`config.mk`:
```
export PLATFORM = sky130hd
export DESIGN_NAME = cube_arbiter_flat
export DESIGN_NICKNAME = d
export VERILOG_FILES = /design/src/rtl/cube_if.sv /design/src/rtl/cube_arbiter.sv /design/src/flat_wrapper.sv
export SDC_FILE = /design/constraint.sdc
export NUM_CORES = 1
export LEC_CHECK = 0
export CORE_UTILIZATION = 45
export CTS_BUF_LIST = sky130_fd_sc_hd__clkbuf_8 sky130_fd_sc_hd__clkbuf_16
export DETAILED_ROUTE_END_ITERATION = 16
export PLACE_DENSITY = 0.82
export RECOVER_POWER = 50
export SETUP_SLACK_MARGIN = 0.05
export SLEW_MARGIN = 10
export SYNTH_ARGS = -nofsm -noshare
export SYNTH_HDL_FRONTEND = slang
export SYNTH_SLANG_ARGS = --single-unit
```
`constraint.sdc`:
```
create_clock -name clk -period 4.4 [get_ports clk]
set_clock_uncertainty 0.2 [all_clocks]
set_input_delay 0.44 -clock clk [delete_from_list [all_inputs] [get_ports clk]]
set_output_delay 0.44 -clock clk [all_outputs]
set_load 0.03 [all_outputs]
```
`src/rtl/cube_if.sv`:
```
// cube_if: requester handshakes and cube-unit signals shared by cube_arbiter and its environment
interface cube_if;
    logic       req0;
    logic       req1;
    logic [1:0] x0;
    logic [1:0] x1;
    logic       gnt0;
    logic       gnt1;
    logic       done0;
    logic       done1;
    logic [5:0] result0;
    logic [5:0] result1;
    logic       err0;
    logic       err1;
    logic       cu_start;
    logic [1:0] cu_x;
    logic       cu_finish;
    logic [5:0] cu_result;
    logic       busy;

    // arbiter side
    modport slave (
        input  req0, req1, x0, x1, cu_finish, cu_result,
        output gnt0, gnt1, done0, done1, result0, result1, err0, err1, cu_start, cu_x, busy
    );

    // requesters plus cube unit side
    modport master (
        output req0, req1, x0, x1, cu_finish, cu_result,
        input  gnt0, gnt1, done0, done1, result0, result1, err0, err1, cu_start, cu_x, busy
    );
endinterface

```
`src/rtl/cube_arbiter.sv`:
```
// cube_arbiter: round-robin sharing of one sequential cube unit between two requesters, with timeout
module cube_arbiter #(
    parameter int TIMEOUT_CYC = 15
) (
    input logic   clk,
    input logic   rst,
    cube_if.slave bus
);
    typedef enum logic [1:0] {IDLE, ISSUE, WAIT, RESP} state_t;

    localparam logic [5:0] LAST_CNT = 6'(TIMEOUT_CYC - 1);

    state_t     state_q, state_d;
    logic       owner_q, owner_d;
    logic       last_q, last_d;
    logic       err_q, err_d;
    logic [1:0] cu_x_q, cu_x_d;
    logic [5:0] cnt_q, cnt_d;
    logic [5:0] res_q, res_d;
    logic       any_req;
    logic       pick;

    assign any_req = bus.req0 | bus.req1;
    // on a tie the requester not served last wins, otherwise whoever asks
    assign pick = (bus.req0 & bus.req1) ? ~last_q : bus.req1;

    // state and datapath registers; last_grant resets to 1 so requester 0 wins the first tie
    always_ff @(posedge clk) begin
        if (rst) begin
            state_q <= IDLE;
            owner_q <= 1'b0;
            last_q  <= 1'b1;
            err_q   <= 1'b0;
            cu_x_q  <= 2'd0;
            cnt_q   <= 6'd0;
            res_q   <= 6'd0;
        end else begin
            state_q <= state_d;
            owner_q <= owner_d;
            last_q  <= last_d;
            err_q   <= err_d;
            cu_x_q  <= cu_x_d;
            cnt_q   <= cnt_d;
            res_q   <= res_d;
        end
    end

    // next state: a finish seen on the last WAIT cycle beats the timeout
    always_comb begin
        state_d = state_q;
        case (state_q)
            IDLE:    state_d = any_req ? ISSUE : IDLE;
            ISSUE:   state_d = WAIT;
            WAIT:    state_d = (bus.cu_finish || cnt_q == LAST_CNT) ? RESP : WAIT;
            default: state_d = IDLE;
        endcase
    end

    // datapath: latch owner/operand, count WAIT cycles, capture result or force a timeout response
    always_comb begin
        owner_d = owner_q;
        last_d  = last_q;
        cu_x_d  = cu_x_q;
        cnt_d   = cnt_q;
        res_d   = res_q;
        err_d   = err_q;
        if (state_q == IDLE && any_req) begin
            owner_d = pick;
            cu_x_d  = pick ? bus.x1 : bus.x0;
        end
        if (state_q == ISSUE) cnt_d = 6'd0;
        if (state_q == WAIT) begin
            cnt_d = cnt_q + 6'd1;
            res_d = bus.cu_finish ? bus.cu_result : 6'd0;
            err_d = ~bus.cu_finish;
        end
        if (state_q == RESP) last_d = owner_q;
    end

    // outputs decoded from state so the response fields read zero everywhere but the owner's RESP cycle
    always_comb begin
        bus.busy     = state_q != IDLE;
        bus.gnt0     = state_q != IDLE && !owner_q;
        bus.gnt1     = state_q != IDLE && owner_q;
        bus.done0    = state_q == RESP && !owner_q;
        bus.done1    = state_q == RESP && owner_q;
        bus.result0  = (state_q == RESP && !owner_q) ? res_q : 6'd0;
        bus.result1  = (state_q == RESP && owner_q) ? res_q : 6'd0;
        bus.err0     = state_q == RESP && !owner_q && err_q;
        bus.err1     = state_q == RESP && owner_q && err_q;
        bus.cu_start = state_q == ISSUE;
        bus.cu_x     = cu_x_q;
    end
endmodule

```
`src/flat_wrapper.sv`:
```
// flat-port wrapper written by rule: the top's interface ports become plain ports
module cube_arbiter_flat 
#(
    parameter int TIMEOUT_CYC = 15
)
  (clk, rst, bus_req0, bus_req1, bus_x0, bus_x1, bus_cu_finish, bus_cu_result, bus_gnt0, bus_gnt1, bus_done0, bus_done1, bus_result0, bus_result1, bus_err0, bus_err1, bus_cu_start, bus_cu_x, bus_busy);
  cube_if bus_i ();
  input logic clk;
  input logic rst;
  input wire logic [$bits(bus_i.req0)-1:0] bus_req0;
  input wire logic [$bits(bus_i.req1)-1:0] bus_req1;
  input wire logic [$bits(bus_i.x0)-1:0] bus_x0;
  input wire logic [$bits(bus_i.x1)-1:0] bus_x1;
  input wire logic [$bits(bus_i.cu_finish)-1:0] bus_cu_finish;
  input wire logic [$bits(bus_i.cu_result)-1:0] bus_cu_result;
  output wire logic [$bits(bus_i.gnt0)-1:0] bus_gnt0;
  output wire logic [$bits(bus_i.gnt1)-1:0] bus_gnt1;
  output wire logic [$bits(bus_i.done0)-1:0] bus_done0;
  output wire logic [$bits(bus_i.done1)-1:0] bus_done1;
  output wire logic [$bits(bus_i.result0)-1:0] bus_result0;
  output wire logic [$bits(bus_i.result1)-1:0] bus_result1;
  output wire logic [$bits(bus_i.err0)-1:0] bus_err0;
  output wire logic [$bits(bus_i.err1)-1:0] bus_err1;
  output wire logic [$bits(bus_i.cu_start)-1:0] bus_cu_start;
  output wire logic [$bits(bus_i.cu_x)-1:0] bus_cu_x;
  output wire logic [$bits(bus_i.busy)-1:0] bus_busy;
  assign bus_i.req0 = bus_req0;
  assign bus_i.req1 = bus_req1;
  assign bus_i.x0 = bus_x0;
  assign bus_i.x1 = bus_x1;
  assign bus_i.cu_finish = bus_cu_finish;
  assign bus_i.cu_result = bus_cu_result;
  assign bus_gnt0 = bus_i.gnt0;
  assign bus_gnt1 = bus_i.gnt1;
  assign bus_done0 = bus_i.done0;
  assign bus_done1 = bus_i.done1;
  assign bus_result0 = bus_i.result0;
  assign bus_result1 = bus_i.result1;
  assign bus_err0 = bus_i.err0;
  assign bus_err1 = bus_i.err1;
  assign bus_cu_start = bus_i.cu_start;
  assign bus_cu_x = bus_i.cu_x;
  assign bus_busy = bus_i.busy;
  cube_arbiter #(.TIMEOUT_CYC(TIMEOUT_CYC)) u_core (.clk(clk), .rst(rst), .bus(bus_i));
endmodule
```
[After elaboration in Yosys (flattened, before gate mapping)]
Index checks and enable logic that the tools add are counted.
Storage, ports and cells
  register bits after elaboration: 19
  output and inout bits: 22
  logic and storage cells: 38
Operators by class
  add/sub/neg operators: 1
  equal/unequal tests: 4
  muxes and demuxes: 10
  bitwise logic cells: 4
  reductions and logical operators: 12
Operators by type and width (count)
  two-way mux 6 bit: 5
  logical AND 1 bit: 7
  adder 6 x 1 -> 6 bit (second input constant): 1
  == test 6 x 4 -> 1 bit (second input constant): 1
  one-hot mux 2 bit (3 select lines): 1
  == test 2 bit (second input constant): 2
  nonzero test 2 bit: 2
  two-way mux 1 bit: 3
  == test 2 x 1 -> 1 bit (second input constant): 1
  logical NOT 2 bit: 1
  two-way mux 2 bit: 1
  inverter 1 bit: 2
  AND 1 bit: 1
  logical NOT 1 bit: 1
  logical OR 1 bit: 1
  OR 1 bit: 1

[Logic depth before layout (Yosys ltp)]
Gate-level depths: netlist of the first run.
  depth after elaboration: 4
  depth in mapped cells: 6

[Worst setup path before layout of the first run]
Ideal clock, no wire load.
  kind: reg-to-output
  start point: register u_core.state_q[0]
  end point: output port bus_err0
  arrival time: 1.617 ns
  required time: 3.760 ns
  setup slack: 2.143 ns
  stages on the path, launching flop included: 5
  buffers on the path: 0
  path through: dfxtp_1 -> ha_1 -> inv_1 -> nor2_1 -> and2_1
On the way
  cells in the longest elaborated chain, start to end: 3
Ends and longest elaborated chain
  start, declared: RTL line cube_arbiter.sv:13  | state_t state_q, state_d;
  start signal, assigned: RTL line cube_arbiter.sv:38  | state_q <= state_d;
  == test 2 bit
  logical AND 1 bit
  named net bus_done0: RTL line flat_wrapper.sv:18  | output wire logic [$bits(bus_i.done0)-1:0] bus_done0;
  logical AND 1 bit: RTL line cube_arbiter.sv:89  | bus.err0 = state_q == RESP && !owner_q && err_q;
  end, declared: RTL line flat_wrapper.sv:22  | output wire logic [$bits(bus_i.err0)-1:0] bus_err0;
The timed path passes the listed nets, and every way through them passes these cells.

[Worst setup path after layout of the first run]
  start point: register u_core.state_q[1]
  end point: output port bus_result0[3]
On the way
  cells in the longest elaborated chain, start to end: 3
Ends and longest elaborated chain
  == test 2 bit: RTL line cube_arbiter.sv:87  | bus.result0 = (state_q == RESP && !owner_q) ? res_q : 6'd0;
  logical AND 1 bit: RTL line cube_arbiter.sv:87
  two-way mux 6 bit: RTL line cube_arbiter.sv:87
  end, declared: RTL line flat_wrapper.sv:20  | output wire logic [$bits(bus_i.result0)-1:0] bus_result0;
No other way between the ends.

==> results of run 1 <==
## cell type report
type	instances	area (um2)	area share, %
clock inverters	1	5.00	0.369
multi-input cells	76	503	37.1
clock buffers	3	41.3	3.04
well taps	27	33.8	2.49
repair buffers	36	360	26.5
flip-flops and latches	19	380	28.0
inverters	9	33.8	2.49
## cell usage after synthesis
| master | count |
|---|---|
| and3_1 | 7 |
| o22ai_1 | 1 |
| xor2_1 | 3 |
| buf_2 | 1 |
| a21oi_1 | 1 |
| nand4_1 | 2 |
| a311oi_2 | 1 |
| a21bo_2 | 1 |
| clkbuf_1 | 3 |
| inv_1 | 8 |
| nand2_1 | 6 |
| and2_2 | 1 |
| nor2b_1 | 3 |
| a221oi_1 | 2 |
| and2_1 | 8 |
| a31oi_1 | 2 |
| or3_1 | 2 |
| a22oi_1 | 6 |
| nor2_1 | 14 |
| inv_2 | 1 |
| nand3_1 | 2 |
| dfxtp_1 | 19 |
| a21o_2 | 1 |
| o21ai_2 | 1 |
| o21ai_0 | 1 |
| a2bb2oi_1 | 1 |
| ha_1 | 6 |
| nor3_1 | 1 |
| a211o_1 | 1 |
| mux2_2 | 1 |
| nand4b_1 | 1 |
## sequential cells by signal, summed over array words and instances (netlist names)
signal           flops
u_core.bus.cu_x      2
u_core.cnt_q         6
u_core.res_q         6
u_core.owner_q       1
u_core.last_q        1
u_core.state_q       2
u_core.err_q         1
## critical path: stages (launching register included)
cell and delay, ns:
dfxtp_1 0.37, ha_1 0.36, inv_1 0.10, nor2_1 0.32, and2_1 0.19, clkdlybuf4s50_1 0.66
## path summary, 6_finish.rpt
path | to | depth (start not counted)
hold reg to reg | u_core.bus.cu_x[1]$_SDFFE_PP0N_ | 2
hold / removal | u_core.bus.cu_x[1]$_SDFFE_PP0N_ | 2
setup / recovery | bus_result0[3] | 5
setup reg to reg | u_core.cnt_q[5]$_SDFFE_PP0P_ | 5
## power groups by stage
| stage | clock network (mW) | registers, mW | logic, mW |
|---|---|---|---|
| after floorplan | 0 | 0.209 | 0.101 |
| after global placement | 0 | 0.205 | 0.161 |
| after detailed placement | 0 | 0.206 | 0.165 |
| after CTS | 0.124 | 0.202 | 0.166 |
| after global routing | 0.132 | 0.205 | 0.174 |
| final | 0.119 | 0.202 | 0.161 |
## layer usage
metal	vias to the layer above	share of wire, %	track usage, %	routed length [um]
met5	-	0	0	0
met4	0	0	5.00	0
met1	402	45	23.6	984
li1	444	-	-	-
met3	0	6.3	4.15	137
met2	19	49	37.3	1060
## per-stage QoR
stage / utilization [%] / total power, mW
5_1_grt: 69.2 / 0.511
6_report: 69.2 / 0.483
2_1_floorplan: - / 0.310
3_3_place_gp: 67.1 / 0.366
4_1_cts: 69.5 / 0.492
3_5_place_dp: 67.1 / 0.371
## logic make-up after synthesis
kind of cell             count (synthesis)  synth area share (%)
buffers and inverters                   13                  5.33
flip-flops                              19                  40.5
adder cells (fa/ha/maj)                  6                  8.00
AND/OR/NAND/NOR                         47                  26.0
XOR/XNOR                                 3                  2.80
multiplexers                             1                  1.20
AO/OA/AOI/OAI                           19                  16.1
==> reports/results.ini, run 1 <==
[outcome]
status=completed

[place]
dp_cells=167
dpl_cell_area_um2=1320
place_ws_ns=1.81
io_buffers=36
dp_hpwl_um=1730
place.gp.congestion=0.711

[routing]
vias=865
wl_per_cell_um=12.8
vias_per_cell=5.06
drt_pass1_iterations=4
antenna_left=0
drt_iter0_drc=7
finalWirelength_um=2180
drc=0

[synthesis]
synth.top_cell.area_share_pct=40.5
synth_cell_type_count=31
syn_nets=129
syn_inst=108
yosysTopAreaCell=dfxtp_1
synth_area_leaders=dfxtp_1 (41%), ha_1 (8.0%), nor2_1 (5.6%), and2_1 (5.3%), a22oi_1 (4.8%)
yosys_warnings=0
synth_area_um2=938
ys_ff_latch=19
avgSynthCellArea_um2=8.69
synth-seq-area-share_pct=40.5

[die]
core_region_area_um2=1960
dieArea_um2=2270
initial_core_util_pct=47.8
io_pins=37
die_x_um=47.7
die_h_um=47.7
num_rows=16

[setup_path]
endpoint_kind=primary output
worstPathArrival_ns=2.25
r2r_slack_ns=2.65
crit_path_max_fanout=10
critical_path.startpoint_type=flop
crit_type=reg2out
required_ns=3.76
cp-startpoint=u_core.state_q[1]$_SDFF_PP0_
r2r_start=u_core.state_q[0]$_SDFF_PP0_

[cts]
numCtsBuffers=3
clkLatencyLatePin_ns=0.25
cts-root-buf=clkbuf_8
cts_resized=0
cts_tree=done
h-tree-depth=1
clkTransAtPathRegs_ns=0.08
post-cts-setup-buffer-count=0
clock-sinks=19
cts_hold_buf=0
clk_path_buf_depth=2

[power_and_ir_drop]
comb_power_share_pct=33.4
swShare_pct=33.8
p_clk_share_pct=24.7
p_sw_mw=0.163
peakVddDrop_mv=0.255
power.internal_mw=0.320
power.share.sequential_pct=41.9
p_leak_nw=0.544
power_density_nw_per_um2=356

[worst_hold_path]
min_path_type=reg2reg
hold_start=u_core.bus.cu_x[1]$_SDFFE_PP0N_

[timing]
fmax_mhz=346
worst_pin_slew_ns=0.720
tns_ns=0
rsz0062_at_grt=false
period_share_pct=65.7
hold_slack_ns=0.271
relSlewSlack_pct=51.5
drv_slew=0
min_period_ns=2.89
setup_viol=0
worst_slack_ns=1.51
hold_violations=0

[finish]
mostFrequentLayoutCells=clkdlybuf4s50_1 (33), dfxtp_1 (19), nor2_1 (14), inv_1 (8), and2_1 (8)
num-fill-cells=187
drive_gt1_share_pct=6.25
final_common_cell=clkdlybuf4s50_1
nNetsFinal=166
fin_area_um2=1360
final_cells=171
area_delta_synth_final_pct=44.7
diodes=0

[global_routing]
grt_pass1_wl_um=3190
grt_use_total_pct=20.1
grt_pass1_vias=725
grt_max_degree=17
overflow=0
antenna_found_initial=0

[run]
cap_viol_max_count=0

Power figures use the tool's default switching activity.
==> run 2: changes to the inputs <==
--- a/config.mk
+++ b/config.mk
@@ -5,10 +5,10 @@
 export SDC_FILE = /design/constraint.sdc
 export NUM_CORES = 1
 export LEC_CHECK = 0
-export CORE_UTILIZATION = 45
+export CORE_UTILIZATION = 42
 export CTS_BUF_LIST = sky130_fd_sc_hd__clkbuf_8 sky130_fd_sc_hd__clkbuf_16
 export DETAILED_ROUTE_END_ITERATION = 16
-export PLACE_DENSITY = 0.82
+export PLACE_DENSITY = 0.78
 export RECOVER_POWER = 50
 export SETUP_SLACK_MARGIN = 0.05
 export SLEW_MARGIN = 10
==> constraint.sdc (replaced) <==
create_clock -name clk -period 2.8 [get_ports clk]
set_clock_uncertainty 0.2 [all_clocks]
set_input_delay 0.28 -clock clk [delete_from_list [all_inputs] [get_ports clk]]
set_output_delay 0.28 -clock clk [all_outputs]
set_load 0.03 [all_outputs]
==> run 2 against run 1 <==
  * Sequential cell count stayed put
  * Utilization is 1.9 points lower
  * Combinational power is 55% higher
  * Setup slack worse by 1.3 ns
==> reports/results.ini, run 2 (synthesis results as in run 1) <==
[outcome]
status=completed

[timing]
relSlewSlack_pct=50.9
min_period_ns=2.60
setup_viol=0
fmax_mhz=385
drv_slew=0
period_share_pct=92.8
worst_pin_slew_ns=0.728
hold_violations=0
worst_slack_ns=0.201
tns_ns=0
rsz0062_at_grt=false

[routing]
vias_per_cell=5.11
finalWirelength_um=2160
drc=0
drt_pass1_iterations=4
antenna_left=0
drt_iter0_drc=17
wl_per_cell_um=12.6
vias=874

[global_routing]
overflow=0
grt_pass1_wl_um=3800
grt_use_total_pct=20.1
grt_max_degree=17
antenna_found_initial=0
grt_pass1_vias=884

[power_and_ir_drop]
p_leak_nw=0.545
power_density_nw_per_um2=554
swShare_pct=33.5
power.share.sequential_pct=42.3
peakVddDrop_mv=0.426
comb_power_share_pct=33.2
power.internal_mw=0.501
p_sw_mw=0.252
p_clk_share_pct=24.5

[cts]
h-tree-depth=1
post-cts-setup-buffer-count=0
cts_hold_buf=0
cts-root-buf=clkbuf_8
clk_path_buf_depth=2
cts_tree=done
clkTransAtPathRegs_ns=0.07
clock-sinks=19
clkLatencyLatePin_ns=0.25
numCtsBuffers=3

[worst_hold_path]
min_path_type=reg2reg

[die]
initial_core_util_pct=46.4
io_pins=37
dieArea_um2=2430
num_rows=16
die_h_um=49.3
core_region_area_um2=2020
die_x_um=49.3

[finish]
nNetsFinal=166
top_regs=u_core.cnt_q x6, u_core.res_q x6
diodes=0
drive_gt1_share_pct=6.94
final_common_cell=clkdlybuf4s50_1
area_delta_synth_final_pct=44.9
mostFrequentLayoutCells=clkdlybuf4s50_1 (32), dfxtp_1 (19), nor2_1 (13), inv_1 (8), and2_1 (8)
fin_area_um2=1360
num-fill-cells=180

[setup_path]
path_cells=ha_1 > inv_1 > nor2_2 > and2_1 > clkdlybuf4s50_1
critical_path.startpoint_type=flop
crit_type=reg2out
crit_path_max_fanout=10
slowest_delay_ns=0.67
required_ns=2.32
endpoint_kind=primary output
worstPathArrival_ns=2.12
critPathSlowestCell=clkdlybuf4s50_1

[run]
cap_viol_max_count=0

[place]
place.gp.congestion=0.728
dp_hpwl_um=1660
place_ws_ns=0.389
io_buffers=36
dpl_cell_area_um2=1320

## run 2: cell count changes in the layout (fill, tap and decap cells not counted)
cell / delta
dlygate4sd3_1: +1
clkdlybuf4s50_1: -1
nor2_1: -1
nor2_2: +1
## run 2: timing repair
item,in CTS,in global routing
resized for setup,0,1
endpoints found under the setup margin,0,7
endpoints found under the hold margin,0,0
## run 2: worst max-delay path, delay by kind of cell (launching register included)
family / cells / cell delay, ns
flip-flops: 1 / 0.36
buffers and inverters: 2 / 0.78
adder cells (fa/ha/maj): 1 / 0.34
AND/OR/NAND/NOR: 2 / 0.39
## run 2: metal layers
metal / part of all wire, % / vias to the layer above / GRT usage (%) / wire, um
li1: - / 445 / - / -
met2: 49 / 21 / 35.6 / 1050
met1: 45 / 408 / 23.3 / 968
met3: 6.5 / 0 / 7.17 / 141
met4: 0 / 0 / 2.94 / 0
met5: 0 / - / 0 / 0
## run 2: final cells by class
cell class                      instances  area (um2)  share of cell area (%)
Multi-Input combinational cell         76         505                    37.2
Clock inverter                          1        5.00                   0.368
Timing Repair Buffer                   36         360                    26.5
Clock buffer                            3        41.3                    3.04
Inverter                                9        33.8                    2.48
Sequential cell                        19         380                    28.0
Tap cell                               27        33.8                    2.48
## run 2: final timing paths
| kind | from | end | slack (ns) | depth (start not counted) |
|---|---|---|---|---|
| hold / removal | u_core.bus.cu_x[0]$_SDFFE_PP0N_ | u_core.bus.cu_x[0]$_SDFFE_PP0N_ | 0.27 | 2 |
| setup reg to reg | u_core.state_q[0]$_SDFF_PP0_ | u_core.cnt_q[5]$_SDFFE_PP0P_ | 1.06 | 5 |
| setup / recovery | u_core.state_q[0]$_SDFF_PP0_ | bus_err0 | 0.20 | 5 |
| hold reg to reg | u_core.bus.cu_x[0]$_SDFFE_PP0N_ | u_core.bus.cu_x[0]$_SDFFE_PP0N_ | 0.27 | 2 |
## run 2: power by group through the flow
stage,Sequential [mW],Clock (mW),Combinational [mW]
2_1_floorplan,0.329,0,0.159
3_3_place_gp,0.322,0,0.252
3_5_place_dp,0.324,0,0.257
4_1_cts,0.318,0.193,0.258
5_1_grt,0.322,0.205,0.276
6_report,0.319,0.185,0.250
## run 2: through the flow
stage          total power, mW  util [%]  std cells  hold WS (ns)
5_1_grt                  0.802      67.3        171         0.301
3_5_place_dp             0.581      65.1        167         0.264
3_3_place_gp             0.574      65.1        167         0.260
4_1_cts                  0.769      67.4        171         0.274
6_report                 0.754      67.3        171         0.268
2_1_floorplan            0.487         -        108         0.152
